### src/rtl/rv32i_types.sv
// Shared RV32I types for the front end.
// Provides the fetch packet pushed into the instruction queue, the base opcodes
// that fetch and static prediction decode, the fetch FSM state type, and the
// default reset PC.
package rv32i_types;

  // Base opcodes (inst[6:0]).
  localparam logic [6:0] op_b_br   = 7'b1100011;
  localparam logic [6:0] op_b_jalr = 7'b1100111;
  localparam logic [6:0] op_b_jal  = 7'b1101111;

  localparam logic [31:0] RESET_PC_DEFAULT = 32'h1eceb000;

  typedef struct packed {
    logic [31:0] inst;
    logic [31:0] pc;
    logic [63:0] order;
  } fetch_pkt_t;

  typedef enum logic [1:0] {
    IDLE,
    REQ,
    DROP
  } if_state_t;

endpackage

### src/rtl/static_predictor.sv
// Static branch predictor (purely combinational).
// Ports:
//   inst          in  32  fetched instruction word
//   pc            in  32  address of inst
//   predict_taken out 1   1 for jal and for backward conditional branches
//   pc_target     out 32  predicted next PC (pc+4 when not taken)
// jalr is never predicted: its target depends on a register value.
module static_predictor
  import rv32i_types::*;
(
  input  logic [31:0] inst,
  input  logic [31:0] pc,
  output logic        predict_taken,
  output logic [31:0] pc_target
);

  logic [6:0]  opcode;
  logic [31:0] j_imm;
  logic [31:0] b_imm;

  assign opcode = inst[6:0];
  assign j_imm  = {{12{inst[31]}}, inst[19:12], inst[20], inst[30:21], 1'b0};
  assign b_imm  = {{20{inst[31]}}, inst[7], inst[30:25], inst[11:8], 1'b0};

  always_comb begin
    predict_taken = 1'b0;
    pc_target     = pc + 32'd4;
    if (opcode == op_b_jal) begin
      predict_taken = 1'b1;
      pc_target     = pc + j_imm;
    end else if (opcode == op_b_br && b_imm[31]) begin
      // Backward branches are most likely loop back-edges.
      predict_taken = 1'b1;
      pc_target     = pc + b_imm;
    end
  end

endmodule

### src/rtl/if_stage.sv
// Instruction fetch stage.
// Owns the fetch PC and the 64-bit instruction order counter, issues one
// instruction-memory read at a time and pushes each returned word into the
// instruction queue. A ROB flush redirects fetch; a response still in flight
// at flush time is discarded (DROP state).
// Optional feature macro: IF_STATIC_PREDICT_EN attaches a static prediction
// (static_predictor) and follows it; otherwise fetch is purely sequential.
// Ports:
//   clk, rst                  clock, async active-high reset
//   imem_addr/imem_rmask      read request (rmask 4'hF while outstanding)
//   imem_rdata/imem_resp      read data and one-cycle response strobe
//   fifo_full                 queue cannot accept a push
//   fifo_push/fifo_in         queue write strobe and packet {inst, pc, order}
//   predict_taken/pc_target   prediction queued with fifo_in
//   flush/flush_pc/flush_order ROB redirect
module if_stage
  import rv32i_types::*;
#(
  parameter logic [31:0] RESET_PC = RESET_PC_DEFAULT
) (
  input  logic        clk,
  input  logic        rst,
  output logic [31:0] imem_addr,
  output logic [3:0]  imem_rmask,
  input  logic [31:0] imem_rdata,
  input  logic        imem_resp,
  input  logic        fifo_full,
  output logic        fifo_push,
  output fetch_pkt_t  fifo_in,
  output logic        predict_taken,
  output logic [31:0] pc_target,
  input  logic        flush,
  input  logic [31:0] flush_pc,
  input  logic [63:0] flush_order
);

  if_state_t   state_q, state_d;
  logic [31:0] pc_q, pc_d;
  logic [63:0] order_q, order_d;
  logic [31:0] req_addr_q, req_addr_d;

`ifdef IF_STATIC_PREDICT_EN
  static_predictor u_static_predictor (
    .inst          (imem_rdata),
    .pc            (req_addr_q),
    .predict_taken (predict_taken),
    .pc_target     (pc_target)
  );
`else
  assign predict_taken = 1'b0;
  assign pc_target     = req_addr_q + 32'd4;
`endif

  // The address is held from req_addr so it stays stable through REQ and DROP.
  assign imem_addr = req_addr_q;

  always_comb begin
    state_d    = state_q;
    pc_d       = pc_q;
    order_d    = order_q;
    req_addr_d = req_addr_q;
    imem_rmask = 4'h0;
    fifo_push  = 1'b0;
    fifo_in    = '0;

    unique case (state_q)
      IDLE: begin
        if (flush) begin
          pc_d    = flush_pc;
          order_d = flush_order;
        end else if (!fifo_full) begin
          // Only producer of the queue: space seen here survives until the push.
          req_addr_d = pc_q;
          state_d    = REQ;
        end
      end
      REQ: begin
        imem_rmask = 4'hF;
        if (flush) begin
          pc_d    = flush_pc;
          order_d = flush_order;
          state_d = imem_resp ? IDLE : DROP;
        end else if (imem_resp) begin
          fifo_push = 1'b1;
          fifo_in   = '{inst: imem_rdata, pc: req_addr_q, order: order_q};
          order_d   = order_q + 64'd1;
          pc_d      = pc_target;
          state_d   = IDLE;
        end
      end
      DROP: begin
        // Wrong-path request must still complete before a new one is issued.
        imem_rmask = 4'hF;
        if (flush) begin
          pc_d    = flush_pc;
          order_d = flush_order;
        end
        if (imem_resp) begin
          state_d = IDLE;
        end
      end
      default: state_d = IDLE;
    endcase
  end

  always_ff @(posedge clk or posedge rst) begin
    if (rst) begin
      state_q    <= IDLE;
      pc_q       <= RESET_PC;
      order_q    <= 64'd0;
      req_addr_q <= RESET_PC;
    end else begin
      state_q    <= state_d;
      pc_q       <= pc_d;
      order_q    <= order_d;
      req_addr_q <= req_addr_d;
    end
  end

endmodule
### config.mk
export PLATFORM = sky130hd
export DESIGN_NAME = if_stage
export DESIGN_NICKNAME = d
export VERILOG_FILES = /design/src/rtl/rv32i_types.sv /design/src/rtl/static_predictor.sv /design/src/rtl/if_stage.sv
export SDC_FILE = /design/constraint.sdc
export NUM_CORES = 1
export LEC_CHECK = 0
export ABC_AREA = 1
export ABC_CLOCK_PERIOD_IN_PS = 15400
export BUFFER_PORTS_ARGS = -buffer_cell sky130_fd_sc_hd__buf_4
export CORE_MARGIN = 2
export CORE_UTILIZATION = 50
export DETAILED_ROUTE_END_ITERATION = 10
export HOLD_SLACK_MARGIN = 0.15
export MAX_ROUTING_LAYER = met4
export PLACE_DENSITY_LB_ADDON = 0.25
export SLEW_MARGIN = 20
export SYNTH_ARGS = -nofsm -noshare
export SYNTH_HDL_FRONTEND = slang
export SYNTH_HIERARCHICAL = 1
export SYNTH_SLANG_ARGS = --single-unit
### constraint.sdc
create_clock -name clk -period 15.4 [get_ports clk]
set_input_delay 4.62 -clock clk [delete_from_list [all_inputs] [get_ports clk]]
set_output_delay 4.62 -clock clk [all_outputs]
set_load 0.02 [all_outputs]
==> metrics.txt <==
Placer Congestion 0.964; clock skew 0.0118 ns; mapped cell area 9650 µm²; Post-synth EDFFs 0; critical path class in -> out; Synth Area in Simple Gates 0.418; DP Wirelength 25700 µm; Clock Latency Late Sink 0.43 ns; DRT Pass-1 Iters 7; critical path startpoint category primary input; Yosys warnings 6; grt ovf 0; placed insts 2123; pin count of the biggest net entering global routing 130; Synth Net Count 1736; Setup Fix Bufs, Post-CTS 0; Worst Hold End pc_q[19]; initial antenna violation count 0; FP Rows 50; first-pass GRT wire length 53100 µm; power share of the clock group 0.183; fmax 94.8 MHz; Syn-to-layout area delta 33.1%; Top FF cell, synth dfrtp_1; FF/Latch Area 3280 µm²; die area 20400 µm²; NetSw 1.19 mW; I/O Buffers 329; post-synthesis sequential area ratio 0.340; Worst Path Max Fanout 129; Post-Layout Cell Count 2155; die width 143 µm; Core Footprint 18800 µm²; via-per-instance ratio 5.26; Routed WL 34300 µm; cell with the most instances after synthesis nand2_1; pre-CTS setup slack 4.65 ns; setup ws final 4.85 ns; maximum vdd drop 0.107 mV; Final #Nets 2021; H-tree levels 4; max-slew violation count 0; Initial Util 0.512; Sequential Power Share 0.307; PwrDens 188 nW/µm²; top post-synthesis cells by area dfrtp_1 (27%), nand2_1 (17%), nor2_1 (15%), inv_1 (7.1%), dfstp_2 (6.5%); Filler Cells Inserted 1764; post-synthesis mux area share 0; Worst-Margin Slew 1.05 ns; Synth Area in Compound Gates 0.110; share of post-route cells with drive strength above 1 0.237; Final Critical Period 10.55 ns; Post-synth top cells nand2_1 (429), nor2_1 (397), inv_1 (183); worst hold stages 2; Syn Inst Count 1597; Clock Path Buffers 2; vias in the first global route 10289; Antenna Nets Post-Route 0; Inserted Diodes 0; result of the run completed; worst r2r dst order_q[28]; Worst R2R Setup Slack 11.93 ns; syn avg cell area 6.04 µm²; Yosys top cell area share 0.275; CTS tree yes; total negative slack 0 ns; gr usage total 0.340; XOR/XNOR Fraction of Synth Area 0.0136; fin area 12800 µm²; # setup viols final 0; RSZ-0062 raised after global routing false; Worst EP arrival 5.93 ns; Clock transition at path regs 0.06 ns; Worst Reg2Reg Path Length in Cells 12; total power 2.41 mW; Max Cap Viol 0; Num CTS Buffers 17; worst hold path class reg -> reg; period utilisation layout 0.685; critical path endpoint category primary output; post-synthesis adder-cell area fraction 0.00778; largest family of logic cells by synthesized area simple AND/OR/NAND/NOR gates; Crit path largest cell delay 0.63 ns; DRT iter0 DRCs 777; DRC violations left 0; multi-input logic area 5340 µm²; Worst Path Required 10.78 ns; async set-reset flop share out of synthesis 1.00; switching portion of total power 0.495; reg2reg start state_q[0]; post-cts sizing count 0; CTS sink count 130; Worst slew margin 0.302; combinational share of power 0.509; slowest CP cell buf_6; DP Area 12200 µm²; Root Driver clkbuf_16; Via Count 11331; Int Pwr 1.22 mW; Hold Vio Cnt, Final 0; die height 143 µm; Synth Register Bits 130; crit-path cells buf_4, nor2_1, nand2_4, buf_6, nor2_1, buf_4; min-delay src pc_q[19]; Synth cell types 33; static leakage 6.68 nW; Ports 331; Hold Buf Count CTS 0; area leader, netlist dfrtp_1; WL/cell 15.9 µm
==> critical path, delay by kind of cell <==
| family | cells | cell delay, ns |
|---|---|---|
| buf+inv | 3 | 0.94 |
| simple gates | 3 | 0.23 |
==> how the worst max path moves through the flow <==
stage	slack [ns]	to	cells past startpoint	from
2_1_floorplan	5.31	fifo_in[118]	5	flush
3_3_place_gp	4.76	fifo_in[99]	6	flush
3_5_place_dp	4.65	fifo_in[102]	6	flush
4_1_cts	4.65	fifo_in[102]	6	flush
5_1_grt	4.81	fifo_in[52]	6	flush
6_report	4.85	fifo_in[102]	6	flush
==> cell type report <==
cell class,instances,share of cell area
Multi-Input combinational cell,1202,0.416
Sequential cell,130,0.256
Timing Repair Buffer,336,0.197
Inverter,195,0.0575
Clock buffer,18,0.0342
Tap cell,260,0.0253
Clock inverter,14,0.0149
==> cells in the final DEF, fill, tap and decap left out, drive strengths merged <==
cell type    n
o211ai       4
nor2       418
nand3       89
o21ai      122
nor3        14
a22oi       14
o22ai       15
dfrtp      106
buf        336
nand2      443
clkbuf      18
bufinv       3
nand4       17
clkinv       5
and3         1
conb         1
inv        201
a21oi       40
xor2        15
dfstp       24
o31ai        3
ha           6
==> registers in the layout, indices dropped and copies added (netlist names) <==
signal	flops
order_q	64
pc_q	32
imem_addr	32
state_q	2
==> per-layer routing <==
layer	up-vias	routed length, µm	track usage
met5	-	0	-
li1	5539	-	-
met4	0	1050	0.129
met2	493	16500	0.557
met3	70	2380	0.0396
met1	5229	14300	0.434
==> power by group through the flow <==
stage | clock (mW) | combinational (mW) | sequential, mW
final | 0.442 | 1.23 | 0.741
after global routing | 0.458 | 1.36 | 0.762
after CTS | 0.443 | 1.22 | 0.732
after detailed placement | 0 | 1.21 | 0.735
after global placement | 0 | 1.19 | 0.732
after floorplan | 0 | 0.780 | 0.722
==> cell families (layout without fill, tap and decap cells) <==
logic type | Yosys count | in the layout
xor gates and xnor gates | 15 | 15
adders and majority gates | 6 | 6
AOI/OAI and AO/OA | 198 | 198
other | 1 | 1
DFF | 130 | 130
and+or+nand+nor | 982 | 982
buffers and inverters | 265 | 563
==> stage by stage <==
| stage | hold WS (ns) | util |
|---|---|---|
| 5_1_grt | 0.483 | 0.682 |
| 4_1_cts | 0.470 | 0.682 |
| 3_3_place_gp | 0.457 | 0.648 |
| 2_1_floorplan | 0.448 | - |
| 3_5_place_dp | 0.459 | 0.648 |
| 6_report | 0.468 | 0.682 |
Power figures use the tool's default switching activity.
